===== config.mk =====
export PLATFORM = sky130hd
export DESIGN_NAME = i2c_slave_bus_receiver
export DESIGN_NICKNAME = d
export VERILOG_FILES = /design/src/rtl/i2c_slave_pkg.sv /design/src/rtl/i2c_slave_bus_receiver_filter.sv /design/src/rtl/i2c_slave_bus_receiver.sv
export SDC_FILE = /design/constraint.sdc
export NUM_CORES = 1
export LEC_CHECK = 0
export ABC_AREA = 1
export BUFFER_PORTS_ARGS = -buffer_cell sky130_fd_sc_hd__buf_2
export CORE_MARGIN = 8
export CORE_UTILIZATION = 30
export DETAILED_ROUTE_END_ITERATION = 6
export MAX_ROUTING_LAYER = met4
export PLACE_DENSITY = 0.57
export SYNTH_ARGS = -nofsm -noshare
export SYNTH_HDL_FRONTEND = slang
export SYNTH_SLANG_ARGS = --single-unit

===== constraint.sdc =====
create_clock -name i2c_core_clk_i -period 1.45 [get_ports i2c_core_clk_i]
set_input_delay 0.435 -clock i2c_core_clk_i [delete_from_list [all_inputs] [get_ports i2c_core_clk_i]]
set_output_delay 0.435 -clock i2c_core_clk_i [all_outputs]
set_load 0.02 [all_outputs]

===== src/rtl/i2c_slave_pkg.sv =====
// i2c_slave_pkg: shared FSM encodings and frame constants for the I2C slave receiver
package i2c_slave_pkg;
  localparam logic [1:0] ST_IDLE    = 2'd0;
  localparam logic [1:0] ST_DATA    = 2'd1;
  localparam logic [1:0] ST_STRETCH = 2'd2;
  localparam logic [1:0] ST_ACK     = 2'd3;
  localparam int BYTE_W  = 8;
  localparam int ACK_IDX = 8;
endpackage


===== src/rtl/i2c_slave_bus_receiver_filter.sv =====
// i2c_glitch_filter: synchronises an asynchronous pad line and suppresses pulses shorter than FILTER_LEN
module i2c_glitch_filter #(
  parameter int SYNC_STAGES = 2,
  parameter int FILTER_LEN  = 3
) (
  input  logic clk_i,
  input  logic rst_i,
  input  logic line_i,
  output logic line_o
);
  logic [SYNC_STAGES-1:0] sync_q;
  logic [3:0] cnt_q, cnt_d, cnt_inc;
  logic filt_q, same, hit;
  always_comb begin
    same    = sync_q[SYNC_STAGES-1] == filt_q;
    cnt_inc = cnt_q + 4'd1;
    hit     = !same && cnt_inc == 4'(FILTER_LEN);
    cnt_d   = (same || hit) ? 4'd0 : cnt_inc;
  end
  always_ff @(posedge clk_i or posedge rst_i) begin
    if (rst_i) begin
      sync_q <= '1;
      cnt_q  <= '0;
      filt_q <= 1'b1;
    end else begin
      sync_q <= {sync_q[SYNC_STAGES-2:0], line_i};
      cnt_q  <= cnt_d;
      filt_q <= hit ? ~filt_q : filt_q;
    end
  end
  assign line_o = filt_q;
endmodule


===== src/rtl/i2c_slave_bus_receiver.sv =====
// i2c_slave_bus_receiver: recovers START/STOP and bytes from filtered SCL/SDA, stretching SCL until each byte is taken
module i2c_slave_bus_receiver
  import i2c_slave_pkg::*;
#(
  parameter int SYNC_STAGES = 2,
  parameter int FILTER_LEN  = 3
) (
  input  logic        i2c_core_clk_i,
  input  logic        reset_i,
  input  logic        en_i,
  input  logic        scl_i,
  input  logic        sda_i,
  output logic        scl_rise_o,
  output logic        scl_fall_o,
  output logic        start_o,
  output logic        stop_o,
  output logic        bus_busy_o,
  output logic [7:0]  rx_data_o,
  output logic        rx_valid_o,
  input  logic        rx_ack_i,
  output logic        ack_bit_o,
  output logic [3:0]  bit_cnt_o,
  output logic        scl_stretch_o
);
  logic scl_f, sda_f, scl_p_q, sda_p_q, scl_chg;
  logic rise_q, fall_q, start_q, stop_q, rise_d, fall_d, start_d, stop_d;
  logic [1:0] state_q, state_d;
  logic [3:0] cnt_q, cnt_d;
  logic [BYTE_W-1:0] shift_q, shift_d, data_q, data_d;
  logic ack_q, ack_d, valid_q, valid_d, done;
  i2c_glitch_filter #(.SYNC_STAGES(SYNC_STAGES), .FILTER_LEN(FILTER_LEN)) u_scl_filt (
    .clk_i(i2c_core_clk_i), .rst_i(reset_i), .line_i(scl_i), .line_o(scl_f));
  i2c_glitch_filter #(.SYNC_STAGES(SYNC_STAGES), .FILTER_LEN(FILTER_LEN)) u_sda_filt (
    .clk_i(i2c_core_clk_i), .rst_i(reset_i), .line_i(sda_i), .line_o(sda_f));
  // an SDA change coinciding with an SCL change is a data transition, never START/STOP
  always_comb begin
    scl_chg = scl_f ^ scl_p_q;
    rise_d  = en_i & scl_f & ~scl_p_q;
    fall_d  = en_i & ~scl_f & scl_p_q;
    start_d = en_i & ~scl_chg & scl_f & sda_p_q & ~sda_f;
    stop_d  = en_i & ~scl_chg & scl_f & ~sda_p_q & sda_f;
  end
  always_comb begin
    state_d = state_q;
    cnt_d   = cnt_q;
    shift_d = shift_q;
    data_d  = data_q;
    ack_d   = ack_q;
    done    = 1'b0;
    if (!en_i || stop_q) begin
      state_d = ST_IDLE;
      cnt_d   = '0;
    end else if (start_q) begin
      state_d = ST_DATA;
      cnt_d   = '0;
    end else if (state_q == ST_DATA) begin
      if (rise_q && cnt_q < 4'(BYTE_W)) begin
        shift_d = {shift_q[BYTE_W-2:0], sda_f};
        cnt_d   = cnt_q + 4'd1;
        done    = cnt_q == 4'(BYTE_W - 1);
      end else if (fall_q && cnt_q == 4'(ACK_IDX))
        state_d = (valid_q && !rx_ack_i) ? ST_STRETCH : ST_ACK;
    end else if (state_q == ST_STRETCH) begin
      state_d = (rx_ack_i || !valid_q) ? ST_ACK : ST_STRETCH;
    end else if (state_q == ST_ACK) begin
      if (rise_q) ack_d = sda_f;
      else if (fall_q) begin
        state_d = ST_DATA;
        cnt_d   = '0;
      end
    end
    data_d  = done ? shift_d : data_q;
    valid_d = done | (valid_q & ~rx_ack_i);
  end
  always_ff @(posedge i2c_core_clk_i or posedge reset_i) begin
    if (reset_i) begin
      scl_p_q <= 1'b1;
      sda_p_q <= 1'b1;
      rise_q  <= 1'b0;
      fall_q  <= 1'b0;
      start_q <= 1'b0;
      stop_q  <= 1'b0;
      state_q <= ST_IDLE;
      cnt_q   <= '0;
      shift_q <= '0;
      data_q  <= '0;
      ack_q   <= 1'b1;
      valid_q <= 1'b0;
    end else begin
      scl_p_q <= scl_f;
      sda_p_q <= sda_f;
      rise_q  <= rise_d;
      fall_q  <= fall_d;
      start_q <= start_d;
      stop_q  <= stop_d;
      state_q <= state_d;
      cnt_q   <= cnt_d;
      shift_q <= shift_d;
      data_q  <= data_d;
      ack_q   <= ack_d;
      valid_q <= valid_d;
    end
  end
  assign scl_rise_o    = rise_q;
  assign scl_fall_o    = fall_q;
  assign start_o       = start_q;
  assign stop_o        = stop_q;
  assign bus_busy_o    = state_q != ST_IDLE;
  assign rx_data_o     = data_q;
  assign rx_valid_o    = valid_q;
  assign ack_bit_o     = ack_q;
  assign bit_cnt_o     = cnt_q;
  assign scl_stretch_o = state_q == ST_STRETCH;
endmodule


Word-level counts from Yosys, hierarchy flattened:

Index checks and enable logic that the tools add are counted.

* eq/ne operators: 15
* muxes and demuxes: 29
* $add $sub $neg: 3
* magnitude comparators: 1
* reduce and logical (&&, ||, !) cells: 22
* bitwise logic cells: 23

Operators by type and width (count)
* 4-bit 2-to-1 mux: 10
* 8-bit 2-to-1 mux: 4
* 2-bit 2-to-1 mux: 9
* 4-bit by 1-bit adder with 4-bit output (second input constant): 3
* 1-bit AND: 11
* 1-bit NOT: 10
* 5-bit AND reduction: 2
* 5-bit nonzero test: 2
* 4-bit by 2-bit equality test with 1-bit output (second input constant): 2
* 4-bit by 1-bit inequality test with 1-bit output (second input constant): 2
* 4-bit by 3-bit inequality test with 1-bit output (second input constant): 2
* 4-bit nonzero test: 2
* 1-bit 2-to-1 mux: 6
* 6-bit AND reduction: 1
* 1-bit logical AND: 5
* 1-bit logical NOT: 5
* 5-bit by 2-bit inequality test with 1-bit output (second input constant): 1
* 2-bit equality test (second input constant): 2
* 4-bit by 3-bit equality test with 1-bit output (second input constant): 1
* 4-bit equality test (second input constant): 1
* 1-bit logical OR: 4
* 4-bit < comparator (second input constant): 1
* 4-bit inequality test (second input constant): 1
* 1-bit equality test: 2
* other kinds (4): 4

* word-level logic and storage cells: 111
* register bits: 44
* output and inout port bits: 20

Logic depth before layout (Yosys ltp):

* depth after elaboration: 8
* gate-level depth with buffers: 9
* depth with buffers taken out: 9

Cells and area by module:

Synthesis repeated with hierarchy kept, for this count alone.

* cells, all modules: 221
* area total of the unflattened synthesis: 2048.2 µm²

Modules (own cells, without submodules)
* i2c_slave_bus_receiver: area each 1397.6 µm², cells an instance 153, times used 1
* i2c_glitch_filter: area each 325.3 µm², cells an instance 34, times used 2

Worst setup path after synthesis:

OpenSTA, ideal clock, no wires.

* path kind: register -> register
* start point: reg state_q[1]
* end point: reg data_q[0], in the netlist rx_data_o[0]
* period minus slack after synthesis: 1.430 ns
* data required time: 1.331 ns
* buffers on the path: 1
* arrival time: 1.312 ns
* library setup time: 0.119 ns
* cell stages (with the launch flop): 9
* setup slack: 0.020 ns
* path through: dfrtp_1 > inv_1 > ha_1 > nand3_1 > nor2_4 > nand2_2 > buf_6 > nand2_2 > o21ai_2

* longest elaborated chain between the ends: 4
* elaborated cells on any way between the ends: 7

Ends and longest elaborated chain
* start, declared: line i2c_slave_bus_receiver.sv:27 `logic [1:0] state_q, state_d;`
* start signal, assigned: line i2c_slave_bus_receiver.sv:96 `state_q <= state_d;`
* 2-bit by 1-bit equality test with 1-bit output *: line i2c_slave_bus_receiver.sv:56 `end else if (state_q == ST_DATA) begin`
* 8-bit 2-to-1 mux / 1-bit 2-to-1 mux (equally long branches): line i2c_slave_bus_receiver.sv:56
* 8-bit 2-to-1 mux / 1-bit 2-to-1 mux (equally long branches): line i2c_slave_bus_receiver.sv:53 `end else if (start_q) begin`
* 8-bit 2-to-1 mux / 1-bit 2-to-1 mux (equally long branches): line i2c_slave_bus_receiver.sv:50 `if (!en_i || stop_q) begin`
* end signal, assigned: line i2c_slave_bus_receiver.sv:99 `data_q <= data_d;`
* end, declared: line i2c_slave_bus_receiver.sv:29 `logic [BYTE_W-1:0] shift_q, shift_d, data_q, data_d;`

Mark *: on every way between the ends. The rest lies on a longest branch, timed or not.
A chain may end at the register's enable or synchronous reset.

Worst setup path after layout:

* start point: reg state_q[1]
* end point: out scl_stretch_o

* longest elaborated chain between the ends: 1

Ends and longest elaborated chain
* 2-bit equality test: line i2c_slave_bus_receiver.sv:113 `assign scl_stretch_o = state_q == ST_STRETCH;`
* end, declared: line i2c_slave_bus_receiver.sv:23 `output logic scl_stretch_o`

Every way passes these cells.

==> flow_metrics.env <==
export IMPL_hold_viol=0
export IMPL_gp_congestion=0.8020
export IMPL_r2r_start="state_q[0]"
export IMPL_rr_endpoint="state_q[1]"
export IMPL_maxCapViolCount=0
export IMPL_cts_tree="done"
export IMPL_grt_use_met3_pct=2.808
export IMPL_antenna_found_initial=0
export IMPL_finalSetupViolCount=2
export IMPL_crit_fanout=3
export IMPL_core_area_um2=6277
export IMPL_num_antenna_cells=0
export IMPL_violations="negative setup slack"
export IMPL_endpoint_kind="output pin"
export IMPL_critPathRequiredTime_ns=1.02
export IMPL_reg2reg_depth=8
export IMPL_timing_worst_setup_path_type="register to output pin"
export IMPL_insertion_delay_ns=0.29
export IMPL_ir_drop_v=0.0007589
export IMPL_cp_data_arrival_time_ns=1.12
export IMPL_final_cell_mix="nand2_1 (60), dfrtp_1 (34), nor2_1 (23)"
export IMPL_detail_route_antenna_nets=0
export IMPL_post_route_drc_count=0
export IMPL_crit_start="state_q[1]"
export IMPL_drt_iter0_markers=45
export IMPL_wl_per_cell_um=10.90
export IMPL_drtPass1Iterations=4
export IMPL_cp_start_kind="register"
export IMPL_synth_nets=227
export IMPL_hp_class="primary input to async pin"
export IMPL_viasPerCell=4.306
export IMPL_synth_seq_area_share_pct=56.36
export IMPL_fin_crit_ns=1.550
export IMPL_fin_area_um2=2411
export IMPL_die_width_um=96.20
export IMPL_rsz0062_at_grt="true"
export IMPL_final_common_cell="nand2_1"
export IMPL_status="finished, violations left"
export IMPL_hpwlAfterDp_um=2699
export IMPL_htree_levels=2
export IMPL_fin_crit_sh_pct=106.9
export IMPL_layout_drive_gt1_share_pct=29.30
export IMPL_syn_cell_area_um2=1929
export IMPL_ys_ff_latch=43
export IMPL_layout_setup_ws_ns=-0.1002
export IMPL_whs_ns=0.1892
export IMPL_dpl_cell_area_um2=2242
export IMPL_pin_count=26
export IMPL_cts_hold_fix_buffers=0
export IMPL_r2r_slack_ns=0.02
export IMPL_clk_pin_slew_worst_paths_ns=0.08
export IMPL_wl_um=3631
export IMPL_fin_skew_ns=0.007874
export IMPL_grt_max_degree=44
export IMPL_dieArea_um2=9253
export IMPL_tightest_slew_ns=0.2230
export IMPL_grt_use_met2_pct=14.19
export IMPL_synth_warnings=0
export IMPL_cts_root_buf="clkbuf_8"
export IMPL_gr_max_usage_layer="met2"
export IMPL_avgSynthCellArea_um2=9.144
export IMPL_layout_nets=271
export IMPL_cts_made_buffers=5
export IMPL_initial_core_util_pct=30.74
export IMPL_p_leak_nw=1.281
export IMPL_grt_pass1_wl_um=6127
export IMPL_core_rowCount=29
export IMPL_max_slew_margin_pct=85.08
export IMPL_clkSinkCount=43
export IMPL_syn_inst=211
export IMPL_powerDensity_nw_per_um2=1478
export IMPL_area_growth_pct=24.97
export IMPL_grt_overflow=0
export IMPL_numPortBuffers=25
export IMPL_num_vias=1434
export IMPL_grtUsageMet1_pct=9.726
export IMPL_grt_pass1_vias=1419
export IMPL_drv_slew=0
export IMPL_clockBufferDepth=2
export IMPL_die_y_um=96.20
export IMPL_synth_cell_types=20
export IMPL_grt_usage_pct=8.682
export IMPL_clock_fmax_mhz=645.1
[report_power, final]
part / internal (mW) / leakage (nW) / switching (mW)
Sequential: 1.48 / 0.554 / 0.192
Combinational: 0.516 / 0.684 / 0.662
Clock: 0.338 / 0.0422 / 0.380
[flip-flops by register name, summed over array words and instances (netlist names), 2 cells and up]
signal / cells
rx_data_o: 8
shift_q: 7
bit_cnt_o: 4
u_scl_filt.cnt_q: 4
u_sda_filt.cnt_q: 4
state_q: 2
u_scl_filt.sync_q: 2
u_sda_filt.sync_q: 2
[logic make-up (layout without fill, tap and decap cells)]
kind of cell	Yosys count	after routing	synth area share, %
AOI/OAI and AO/OA	13	13	4.151
buffers and inverters	30	75	6.420
and+or+nand+nor	109	109	23.87
DFF	43	43	56.36
adders and majority gates	10	10	6.485
xor gates and xnor gates	6	6	2.724
[cells in the mapped netlist]
master    instances  area share, %
dfstp_2           9             12
nor2_4            2            1.2
buf_6             1           0.58
xor2_1            6            2.7
nand4_1           2           0.65
nand3b_1          1           0.39
dfrtp_1          34             44
o21ai_0           7            1.8
ha_1             10            6.5
buf_4             1           0.39
nor2_1           23            4.5
nand2_1          62             12
a21oi_2           1           0.45
a21oi_1           2           0.52
nor3_1            2           0.52
inv_1            27            5.3
nand2_2           3           0.97
nand3_1          14            3.6
o21ai_2           3            1.4
inv_2             1           0.19
[how the worst max path moves through the flow]
stage                               end  slack [ns]  cells after the start
after detailed placement   rx_data_o[2]       -0.05                      8
final                     scl_stretch_o       -0.10                      3
after global placement     rx_data_o[6]        0.02                      8
after floorplan            rx_data_o[0]        0.02                      8
after global routing      scl_stretch_o       -0.15                      3
after CTS                 scl_stretch_o       -0.12                      3
[per-layer routing]
layer | part of all wire, % | vias up
met1 | 46 | 671
met2 | 48 | 22
met4 | 1.1 | 0
li1 | - | 736
met5 | 0 | -
met3 | 5.4 | 5
[worst max-delay path, stage by stage, from the launching register on]
cell and delay [ns]:
dfrtp_1 0.39, buf_4 0.15, ha_4 0.16, buf_6 0.12
[cell type report]
| type | instances | area, um^2 |
|---|---|---|
| Tap cell | 77 | 96.34 |
| Fill cell | 639 | 3866 |
| Inverter | 28 | 105.1 |
| Sequential cell | 43 | 1087 |
| Clock buffer | 7 | 76.32 |
| Timing Repair Buffer | 39 | 280.3 |
| Multi-Input combinational cell | 138 | 760.7 |
| Clock inverter | 1 | 5.005 |
[stage by stage]
step | total power, mW | worst slack [ns] | util, % | std cells | TNS (ns)
floorplan | 2.340 | 0.01960 | - | 211 | 0
global placement | 2.692 | 0.02390 | 35.72 | 324 | 0
detailed placement | 2.718 | -0.05329 | 35.72 | 324 | -0.2212
CTS | 3.571 | -0.1156 | 37.87 | 333 | -0.2622
global route | 3.836 | -0.1465 | 38.41 | 333 | -0.7310
finish | 3.564 | -0.1002 | 38.41 | 333 | -0.1904
[repair_timing]
action                                 in CTS  in global routing
setup buffers                               1                  1
pin swaps                                   0                  2
endpoints found under the hold margin       0                  0
resized for setup                          14                 13
setup endpoints to repair                   9                 27
No activity file was read; power rests on OpenSTA's default activity.
